[src/rtl/lc3_seq_ctrl.sv]
`timescale 1ns/1ps
`default_nettype none
// ============================================================================
// Module   : lc3_seq_ctrl
// Brief    : LC-3 instruction sequencer (fetch, decode, control-flow, exec handoff)
// Revision : 1.0
// ============================================================================
module lc3_seq_ctrl #(
    parameter int unsigned MEM_TIMEOUT = 15
) (
    input  logic        clk,
    input  logic        reset,
    input  logic        run,
    input  logic [15:0] ir,
    input  logic        n,
    input  logic        z,
    input  logic        p,
    input  logic        mem_ready,
    input  logic        exec_done,
    output logic        ldMAR,
    output logic        ldMDR,
    output logic        ldIR,
    output logic        ldPC,
    output logic        ldR7,
    output logic [1:0]  selPC,
    output logic        gatePC,
    output logic        gateMDR,
    output logic        addr1_sel,
    output logic [1:0]  addr2_sel,
    output logic        mem_en,
    output logic        exec_start,
    output logic        halted,
    output logic        fault,
    output logic [3:0]  state,
    output logic [15:0] instr_count
);

    typedef enum logic [3:0] {
        S_IDLE      = 4'd0,
        S_FETCH1    = 4'd1,
        S_FETCH2    = 4'd2,
        S_FETCH3    = 4'd3,
        S_DECODE    = 4'd4,
        S_BR_TAKE   = 4'd5,
        S_JMP       = 4'd6,
        S_JSR       = 4'd7,
        S_EXEC      = 4'd8,
        S_EXEC_WAIT = 4'd9,
        S_FAULT     = 4'd15
    } state_t;

    localparam logic [7:0] C_WAIT_LAST = (MEM_TIMEOUT == 0) ? 8'd0 : 8'(MEM_TIMEOUT - 1);
    localparam bit         C_TO_EN     = (MEM_TIMEOUT != 0);

    state_t      state_q, state_d;
    logic [7:0]  wait_cnt_q, wait_cnt_d;
    logic [15:0] instr_count_q, instr_count_d;
    logic        w_complete;
    logic        w_unused;

    assign w_unused    = &{1'b0, ir[8:0]};
    assign state       = state_q;
    assign instr_count = instr_count_q;

    always_ff @(posedge clk or negedge reset) begin
        if (!reset) begin
            state_q       <= S_IDLE;
            wait_cnt_q    <= 8'd0;
            instr_count_q <= 16'd0;
        end else begin
            state_q       <= state_d;
            wait_cnt_q    <= wait_cnt_d;
            instr_count_q <= instr_count_d;
        end
    end

    always_comb begin
        state_d       = state_q;
        wait_cnt_d    = wait_cnt_q;
        instr_count_d = instr_count_q;
        w_complete    = 1'b0;
        ldMAR         = 1'b0;
        ldMDR         = 1'b0;
        ldIR          = 1'b0;
        ldPC          = 1'b0;
        ldR7          = 1'b0;
        selPC         = 2'b00;
        gatePC        = 1'b0;
        gateMDR       = 1'b0;
        addr1_sel     = 1'b0;
        addr2_sel     = 2'b00;
        mem_en        = 1'b0;
        exec_start    = 1'b0;
        halted        = 1'b0;
        fault         = 1'b0;

        case (state_q)
            S_IDLE: begin
                halted = 1'b1;
                if (run) state_d = S_FETCH1;
            end
            S_FETCH1: begin
                gatePC     = 1'b1;
                ldMAR      = 1'b1;
                ldPC       = 1'b1;
                wait_cnt_d = 8'd0;
                state_d    = S_FETCH2;
            end
            S_FETCH2: begin
                mem_en = 1'b1;
                ldMDR  = mem_ready;
                if (mem_ready) begin
                    state_d = S_FETCH3;
                end else if (C_TO_EN && (wait_cnt_q == C_WAIT_LAST)) begin
                    state_d = S_FAULT;
                end else begin
                    wait_cnt_d = wait_cnt_q + 8'd1;
                end
            end
            S_FETCH3: begin
                gateMDR = 1'b1;
                ldIR    = 1'b1;
                state_d = S_DECODE;
            end
            S_DECODE: begin
                case (ir[15:12])
                    4'b0000: begin
                        if ((ir[11] & n) | (ir[10] & z) | (ir[9] & p)) state_d = S_BR_TAKE;
                        else w_complete = 1'b1;
                    end
                    4'b1100: state_d = S_JMP;
                    4'b0100: state_d = S_JSR;
                    4'b1101: state_d = S_FAULT;
                    default: state_d = S_EXEC;
                endcase
            end
            S_BR_TAKE: begin
                addr2_sel  = 2'b01;
                ldPC       = 1'b1;
                selPC      = 2'b01;
                w_complete = 1'b1;
            end
            S_JMP: begin
                addr1_sel  = 1'b1;
                ldPC       = 1'b1;
                selPC      = 2'b01;
                w_complete = 1'b1;
            end
            S_JSR: begin
                // R7 and PC share this edge: R7 captures the old PC, JSRR R7 jumps via old R7
                gatePC     = 1'b1;
                ldR7       = 1'b1;
                ldPC       = 1'b1;
                selPC      = 2'b01;
                addr1_sel  = ~ir[11];
                addr2_sel  = ir[11] ? 2'b10 : 2'b00;
                w_complete = 1'b1;
            end
            S_EXEC: begin
                exec_start = 1'b1;
                state_d    = S_EXEC_WAIT;
            end
            S_EXEC_WAIT: begin
                if (exec_done) w_complete = 1'b1;
            end
            S_FAULT: begin
                fault = 1'b1;
            end
            default: begin
                state_d = S_FAULT;
            end
        endcase

        if (w_complete) begin
            instr_count_d = instr_count_q + 16'd1;
            state_d       = run ? S_FETCH1 : S_IDLE;
        end
    end

endmodule
`default_nettype wire

[config.mk]
export PLATFORM = sky130hd
export DESIGN_NAME = lc3_seq_ctrl
export DESIGN_NICKNAME = d
export VERILOG_FILES = /design/src/rtl/lc3_seq_ctrl.sv
export SDC_FILE = /design/constraint.sdc
export NUM_CORES = 1
export LEC_CHECK = 0
export BUFFER_PORTS_ARGS = -buffer_cell sky130_fd_sc_hd__buf_2
export CAP_MARGIN = 20
export CELL_PAD_IN_SITES_DETAIL_PLACEMENT = 1
export CELL_PAD_IN_SITES_GLOBAL_PLACEMENT = 1
export CORE_ASPECT_RATIO = 0.7
export CORE_MARGIN = 4
export CORE_UTILIZATION = 38
export CTS_BUF_LIST = sky130_fd_sc_hd__clkbuf_8
export DETAILED_ROUTE_END_ITERATION = 8
export PLACE_DENSITY_LB_ADDON = 0.1
export SYNTH_ARGS = -nofsm -noshare
export SYNTH_HDL_FRONTEND = slang
export SYNTH_SLANG_ARGS = --single-unit
[constraint.sdc]
create_clock -name clk -period 1.98 [get_ports clk]
set_input_delay 0.099 -clock clk [delete_from_list [all_inputs] [get_ports clk]]
set_output_delay 0.099 -clock clk [all_outputs]
set_load 0.03 [all_outputs]
# Word level (Yosys, flattened, before mapping)
# Index checks and enable logic that the tools add are counted.
# Widths: inputs -> output; s select.
# word_totals
memories	0
reg_bits	28
elab_cells	69
latch_bits	0
rom_bits	0
input_bits	24
ramBits	0
# op_classes
n_addsub	2
n_mul	0
bitwise	6
shift	0
n_div	0
n_mux	29
n_eq_ne	20
magnitude_cmp	0
n_reduce_logical	9
# ops
op	count
$pmux 4 s7	1
$eq 4x3->1 const B	5
$eq 4x4->1 const B	5
$mux 4	5
$add 16x1->16 const B	1
$mux 8	2
$pmux 4 s4	1
$pmux 8 s2	1
$mux 1	15
$add 8x1->8 const B	1
$eq 4x2->1 const B	2
$eq 8x4->1 const B	1
$logic_not 4->1	2
$ne 4x4->1 const B	2
$reduce_or 5->1	1
$eq 4x1->1 const B	1
$ne 2x2->1 const B	2
$pmux 2 s2	1
$reduce_and 4->1	1
$reduce_or 4->1	1
$and 1x1->1	3
$ne 3x3->1 const B	1
$pmux 1 s3	1
$reduce_and 3->1	1
8 further kinds	9

# Longest topological paths before layout
# Gate-level depths: netlist of the first run.
# logic_depth
ltp_word	8
mapped_depth	8

# Least setup slack after synthesis of the first run
# No wires, ideal clock.
# synth_path
path_type	register -> output
startpoint	reg state_q[0] (netlist: state[0])
endpoint	out addr2_sel[1]
required_ps	1881
stages_incl_launch_ff	6
arrival_ps	1876
setup_slack_ps	5
cell_sequence	dfrtp_1 > buf_6 > clkbuf_1 > nand2_1 > nor2_1 > and2_1
# synth_via
elab_chain_len	2
# synth_rtl
item	line	source
start, declared	55	state_t state_q, state_d;
start signal, assigned	71	state_q <= state_d;
$eq 4x3->1	97	case (state_q)
$pmux 2 s2 (*)	97	
end, declared	29	output logic [1:0] addr2_sel,
# Every way passes the cells marked *; elsewhere a longest branch is shown, timed or not.

# Worst setup path after layout of the first run
# layout_path
startpoint	reg wait_cnt_q[0]
endpoint	reg state_q[0] (netlist: state[0])
# layout_via
elab_chain_len	3
# layout_rtl
item	line	source
start, declared	56	logic [7:0] wait_cnt_q, wait_cnt_d;
start signal, assigned	72	wait_cnt_q <= wait_cnt_d;
$eq 8x4->1	114	end else if (C_TO_EN && (wait_cnt_q == C_WAIT_LAST)) begin
$ne 4x4->1 (no source line)	--	
$reduce_and 4->1 (no source line)	--	
# No other way between the ends.
# A chain may end at the register's enable or synchronous reset.

==> results of run 1 <==
[power by group through the flow]
stage / logic, µW / clock network [µW] / registers (µW)
final: 1670 / 461 / 930
after floorplan: 1050 / 0 / 1050
after detailed placement: 1670 / 0 / 926
after CTS: 1680 / 466 / 916
after global placement: 1620 / 0 / 908
after global routing: 1800 / 493 / 967
[cell usage in the layout (no fill, tap or decap), drive strengths merged, types with 7 or more instances in the layout]
cell type	count
a21oi	9
buf	57
dfrtp	28
inv	9
nand2	22
nand3	8
nand4	7
nor2	17
nor3	9
o21ai	12
xnor2	9
xor2	9
[cell type report]
type / instances / share of cell area
Tap cell: 55 / 0.0314
Sequential cell: 28 / 0.322
Multi-Input combinational cell: 147 / 0.455
Timing Repair Buffer: 58 / 0.144
Clock buffer: 3 / 0.0188
Clock inverter: 1 / 0.0137
Inverter: 9 / 0.0154
[layer usage]
layer  up-vias  global-route usage  share of wire
met4         0              0.0287         0.0029
met3         2              0.0343          0.033
met1       771               0.224           0.49
met2        26               0.295           0.48
li1        779                   -              -
met5         -                   0              0
[repair_timing]
action | CTS | global route
setup buffers | 0 | 0
hold endpoints to repair | 28 | 0
hold buffers | 1 | 0
gates resized for setup | 0 | 4
setup endpoints to repair | 0 | 5
[cells by family after synthesis]
kind of cell             after synthesis  synth area share
AO/OA/AOI/OAI                         37             0.154
XOR/XNOR                              18            0.0887
adder cells (fa/ha/maj)                3            0.0211
buffers and inverters                 17            0.0479
flip-flops                            28             0.394
multiplexers                           2            0.0120
other                                  1           0.00211
AND/OR/NAND/NOR                       86             0.280
[through the flow]
step | total power, µW | hold WS [ns] | instance area (µm²) | utilization | cells
floorplan | 2100 | -0.197 | 1780 | - | 192
global placement | 2530 | 0.136 | 2100 | 0.474 | 296
detailed placement | 2590 | 0.163 | 2100 | 0.474 | 296
CTS | 3060 | 0.0631 | 2180 | 0.493 | 301
global route | 3260 | 0.0844 | 2190 | 0.495 | 301
finish | 3060 | 0.0614 | 2190 | 0.495 | 301
[flip-flops by register name, indices dropped and copies added (netlist names)]
register,flops
wait_cnt_q,8
instr_count,16
state,4
[critical path, cell delays in order, from the launching register on]
cell,delay (ns)
dfrtp_1,0.39
inv_1,0.06
ha_1,0.15
or4b_4,0.50
nor3_4,0.22
or3_4,0.21
a311o_2,0.18
o211ai_2,0.08
[Yosys cell counts, types with 2 or more instances]
cell type,n,share of area
o21ai_0,10,0.028
nor2b_1,2,0.0070
and2b_2,2,0.0099
clkbuf_1,2,0.0042
nand2_1,20,0.042
a21oi_1,9,0.025
nand3_1,7,0.020
and2_1,3,0.011
inv_1,8,0.017
xor2_1,9,0.044
nor3b_1,2,0.0084
or3_1,3,0.011
nand2_2,2,0.0070
nor3_1,8,0.023
o21ai_1,2,0.0056
ha_1,3,0.021
a21o_1,2,0.0084
nor2_1,16,0.034
buf_4,3,0.013
buf_2,2,0.0056
xnor2_1,9,0.044
or2_2,2,0.0070
nand4_1,6,0.021
dfrtp_1,28,0.39
[path summary, 6_finish.rpt]
path / slack [ns] / to / from / cells past startpoint
worst max register to register: 0.08 / state[0] / wait_cnt_q[0] / 7
max in group asynchronous: 1.15 / wait_cnt_q[1] / reset / 2
worst min register to register: 0.47 / instr_count[15] / instr_count[15] / 1
worst max-delay path: 0.08 / state[0] / wait_cnt_q[0] / 7
worst min-delay path: 0.06 / state[0] / run / 3
min in group asynchronous: 0.37 / instr_count[12] / reset / 2
==> impl_metrics.tcl, run 1 <==
set metrics [dict create \
    tns_ns 0 \
    die_w_um 89.8 \
    cts_tree "yes" \
    routed_wl_um 4840 \
    ir_drop_mv 0.680 \
    dp_hpwl_um 3810 \
    initial_core_util 0.401 \
    finalCritPeriodShare 0.960 \
    fmax_ghz 0.526 \
    seqCellArea_um2 704 \
    intPower_uw 1600 \
    io_pins 60 \
    p_sw_uw 1460 \
    drive_gt1_frac 0.350 \
    timing.final.hold_violations 0 \
    path_max_fanout 5 \
    synthArstFlopShare 1.00 \
    dr.pass1.iters 4 \
    cts_buffer_depth 2 \
    core_mm2 0.00443 \
    syn_area_per_cell_um2 9.26 \
    drc 0 \
    worst_pin_slew_ns 0.646 \
    rows 20 \
    nFillCells 528 \
    detail-route-antenna-nets 0 \
    root_buffer "clkbuf_8" \
    grt_pass1_wl_um 8140 \
    syn2layout_area_growth_pct 23.2 \
    synth_enable_flop_cells 0 \
    ys_seq_area_frac 0.394 \
    power_frac_seq 0.304 \
    grt_use_total 0.170 \
    synth_area_mm2 0.00178 \
    place_ws_ns 0.0944 \
    cts_sinks 28 \
    synth_nets 219 \
    cp.arrival_ns 2.07 \
    ys_seq_elements 28 \
    synthCells 192 \
    grt_remaining_overflow 0 \
    status "finished clean" \
    rsz0062_at_grt "no" \
    maxSlewHeadroom 0.570 \
    nNetsFinal 274 \
    die_y_um 65.2 \
    die_area_mm2 0.00585 \
    p_sw_frac 0.476 \
    cp.required_ns 2.15 \
    antennaDiodeCount 0 \
    synth-main-ff-cell "dfrtp_1" \
    fin_crit_ns 1.90 \
    synthDistinctLibCells 56 \
    clkLatencyLatePin_ns 0.28 \
    yosys_warnings 0 \
    gp_congestion 0.822 \
    final-setup-viol-count 0 \
    p_leak_uw 0.00108 \
    multi_input_area_um2 997 \
    pwr-share-comb 0.545 \
    numCtsBuffers 3 \
    grt_pass1_vias 1682 \
    grt_start_max_net_pins 29 \
    power_density_mw_per_mm2 1390 \
    max_cap_violations 0 \
    cts.reportedPaths.clkPinSlew_ns 0.10 \
    critPathKind "flop to flop" \
    worst_slack_ns 0.0802 \
    wl_per_cell_um 16.1 \
    endpoint_kind "flop" \
    antenna_found_initial 0 \
    start_kind "flop" \
    p_clk_frac 0.151 \
    h-tree-depth 1 \
    skew_ns 0.00466 \
    drt_iter0_markers 76 \
    vias 1578 \
    numPortBuffers 49 \
    holdCritPathClass "input pin to flop" \
    report.final.slew_viol_count 0 \
    via_per_inst 5.24 \
]
No activity file was read; power rests on OpenSTA's default activity.
==> run 2, diff against run 1 <==
Settings changed: ABC_AREA set to 1, CORE_UTILIZATION 38 to 37.
==> run 2 against run 1 <==
First-iteration DRC count is 64% lower. Critical path depth up 2. Clock skew up 0.0071 ns. Wire length increased by 19%. Design area is 9.1% higher. Final cell count is 41% higher. Area after synthesis is 14% higher. Critical path type unchanged. Critical endpoint is now wait_cnt_q[7]. Largest cell class unchanged.
==> impl_metrics.tcl, run 2 <==
set metrics [dict create \
    status "finished clean" \
    place_ws_ns 0.266 \
    drive_gt1_frac 0.224 \
    synthDistinctLibCells 25 \
    grt_remaining_overflow 0 \
    report.final.slew_viol_count 0 \
    numCtsBuffers 3 \
    synth_area_mm2 0.00204 \
    skew_ns 0.0118 \
    synthArstFlopShare 1.00 \
    cp.arrival_ns 1.88 \
    root_buffer "clkbuf_8" \
    worst_slack_ns 0.279 \
    via_per_inst 4.88 \
    critPathKind "flop to flop" \
    multi_input_area_mm2 0.00113 \
    ys_top_cells_by_area "dfrtp_1 (34%), nand2_1 (19%), nor2_1 (6.8%)" \
    fmax_ghz 0.588 \
    cts_buffer_depth 2 \
    synth_top_area_frac 0.344 \
    holdCritPathClass "input pin to flop" \
    detail-route-antenna-nets 0 \
    final-setup-viol-count 0 \
    syn2layout_area_growth_pct 17.5 \
    grt_pass1_vias 2136 \
    power_uw 972 \
    grt_pass1_wl_um 9960 \
    drc 0 \
    synth.most_common_cell "nand2_1" \
    power_density_mw_per_mm2 407 \
    drt_iter0_markers 27 \
    final_common_cell "nand2_1" \
    ys_seq_elements 28 \
    r2r_end "wait_cnt_q[7]" \
    io_pins 60 \
    clkLatencyLatePin_ns 0.28 \
    r2r_slack_ns 0.28 \
    timing.final.hold_violations 0 \
    worstHoldPathCells 3 \
    die_area_mm2 0.00677 \
    synth_common_cells "nand2_1 (103), nor2_1 (37), inv_1 (35), dfrtp_1 (28), nand3_1 (23)" \
    die_w_um 96.7 \
    ctsResizeCount 0 \
    ir_drop_mv 0.293 \
    p_leak_uw 0.00130 \
    nFillCells 738 \
    antenna_found_initial 0 \
    synthCells 304 \
    die_y_um 70.1 \
    rows 22 \
    cts_sinks 28 \
    final_cell_mix "nand2_1 (103), buf_2 (49), nor2_1 (37)" \
    tns_ns 0 \
    gp_congestion 0.815 \
    cts.reportedPaths.clkPinSlew_ns 0.10 \
    ys_seq_area_frac 0.344 \
    core_mm2 0.00529 \
    min_from "run" \
    finalCritPeriodShare 0.859 \
    rr_worst_depth 9 \
    worst_pin_slew_ns 0.647 \
    holdPathEnd "state[0]" \
    dp_hpwl_um 4580 \
    cp.required_ns 2.16 \
    syn_area_per_cell_um2 6.70 \
    maxSlewHeadroom 0.569 \
    largest_reg_flops 16 \
    placed_cells 420 \
    wl_per_cell_um 13.6 \
    synth_nets 331 \
    synth-main-ff-cell "dfrtp_1" \
    antennaDiodeCount 0 \
    grt_start_max_net_pins 29 \
    seqCellArea_um2 701 \
    max_cap_violations 0 \
    endpoint_kind "flop" \
    yosysTopAreaCell "dfrtp_1" \
    rsz0062_at_grt "no" \
    fin_cells 425 \
    grt_use_total 0.174 \
    h-tree-depth 1 \
    holdWs_ns 0.0832 \
    timing.rr.start "state[0]" \
    path_max_fanout 9 \
    nNetsFinal 381 \
    yosys_warnings 0 \
    dr.pass1.iters 4 \
    cts_tree "yes" \
    start_kind "flop" \
    vias 2076 \
    routed_wl_um 5780 \
    numPortBuffers 49 \
    synth_enable_flop_cells 0 \
    initial_core_util 0.385 \
    fin_crit_ns 1.70 \
]
==> run 2: cell count changes after synthesis, sizes merged, moves of 5 or more <==
cell	before	now
a21oi	9	2
inv	9	40
nand2	22	111
nand3	8	25
nor2	17	46
nor3	9	4
xnor2	9	3
==> run 2: logic make-up (layout without fill, tap and decap cells) <==
kind of cell / Yosys count / in the layout / synth area share
and+or+nand+nor: 197 / 197 / 0.441
other: 1 / 1 / 0.00184
buffers and inverters: 46 / 95 / 0.0996
xor gates and xnor gates: 11 / 11 / 0.0473
AOI/OAI and AO/OA: 18 / 18 / 0.0473
adders and majority gates: 3 / 3 / 0.0184
DFF: 28 / 28 / 0.344
==> run 2: area by class of cell <==
class	count	area share
sequential	28	0.293
inverter	40	0.0628
multi-input combinational	230	0.474
tap	72	0.0377
clock buffer	4	0.0230
timing repair buffer	51	0.110
==> run 2: critical path, cell delays in order, from the launching register on <==
cell and delay, ns:
dfrtp_1 0.56, inv_2 0.09, nor2_2 0.14, nand2_1 0.16, nand2_1 0.13, o21ai_2 0.07, nor2_4 0.20, inv_2 0.13
nand2_1 0.08, nand2_1 0.05
==> run 2: through the flow <==
stage / instance area (µm²) / utilization
2_1_floorplan: 2040 / -
3_3_place_gp: 2330 / 0.440
3_5_place_dp: 2330 / 0.440
4_1_cts: 2390 / 0.452
5_1_grt: 2390 / 0.452
6_report: 2390 / 0.452
==> run 2: metal layers <==
layer	part of all wire	GRT usage
met1	0.50	0.243
met2	0.46	0.289
met3	0.042	0.0309
met4	0.0047	0.0218
met5	0	0
==> run 2: worst max-delay path by stage <==
stage             start       endpoint  slack [ns]  cells past startpoint
2_1_floorplan  state[3]   addr2_sel[1]        0.06                      6
3_3_place_gp   state[0]  wait_cnt_q[1]        0.31                      9
3_5_place_dp   state[0]  wait_cnt_q[7]        0.27                      9
4_1_cts        state[0]  wait_cnt_q[7]        0.26                      9
5_1_grt        state[0]  wait_cnt_q[1]        0.17                      9
6_report       state[0]  wait_cnt_q[7]        0.28                      9
==> run 2: repair_timing <==
| item | in CTS | in global routing |
|---|---|---|
| hold buffers | 1 | 0 |
| setup buffers | 0 | 0 |
| endpoints found under the hold margin | 28 | 0 |
==> run 2: report_power, final <==
part	total, µW	leakage, µW	switching, µW	internal, µW
Sequential	571	0.000360	0	571
Combinational	44.3	0.000915	29.4	15.0
Clock	357	0.0000288	179	178
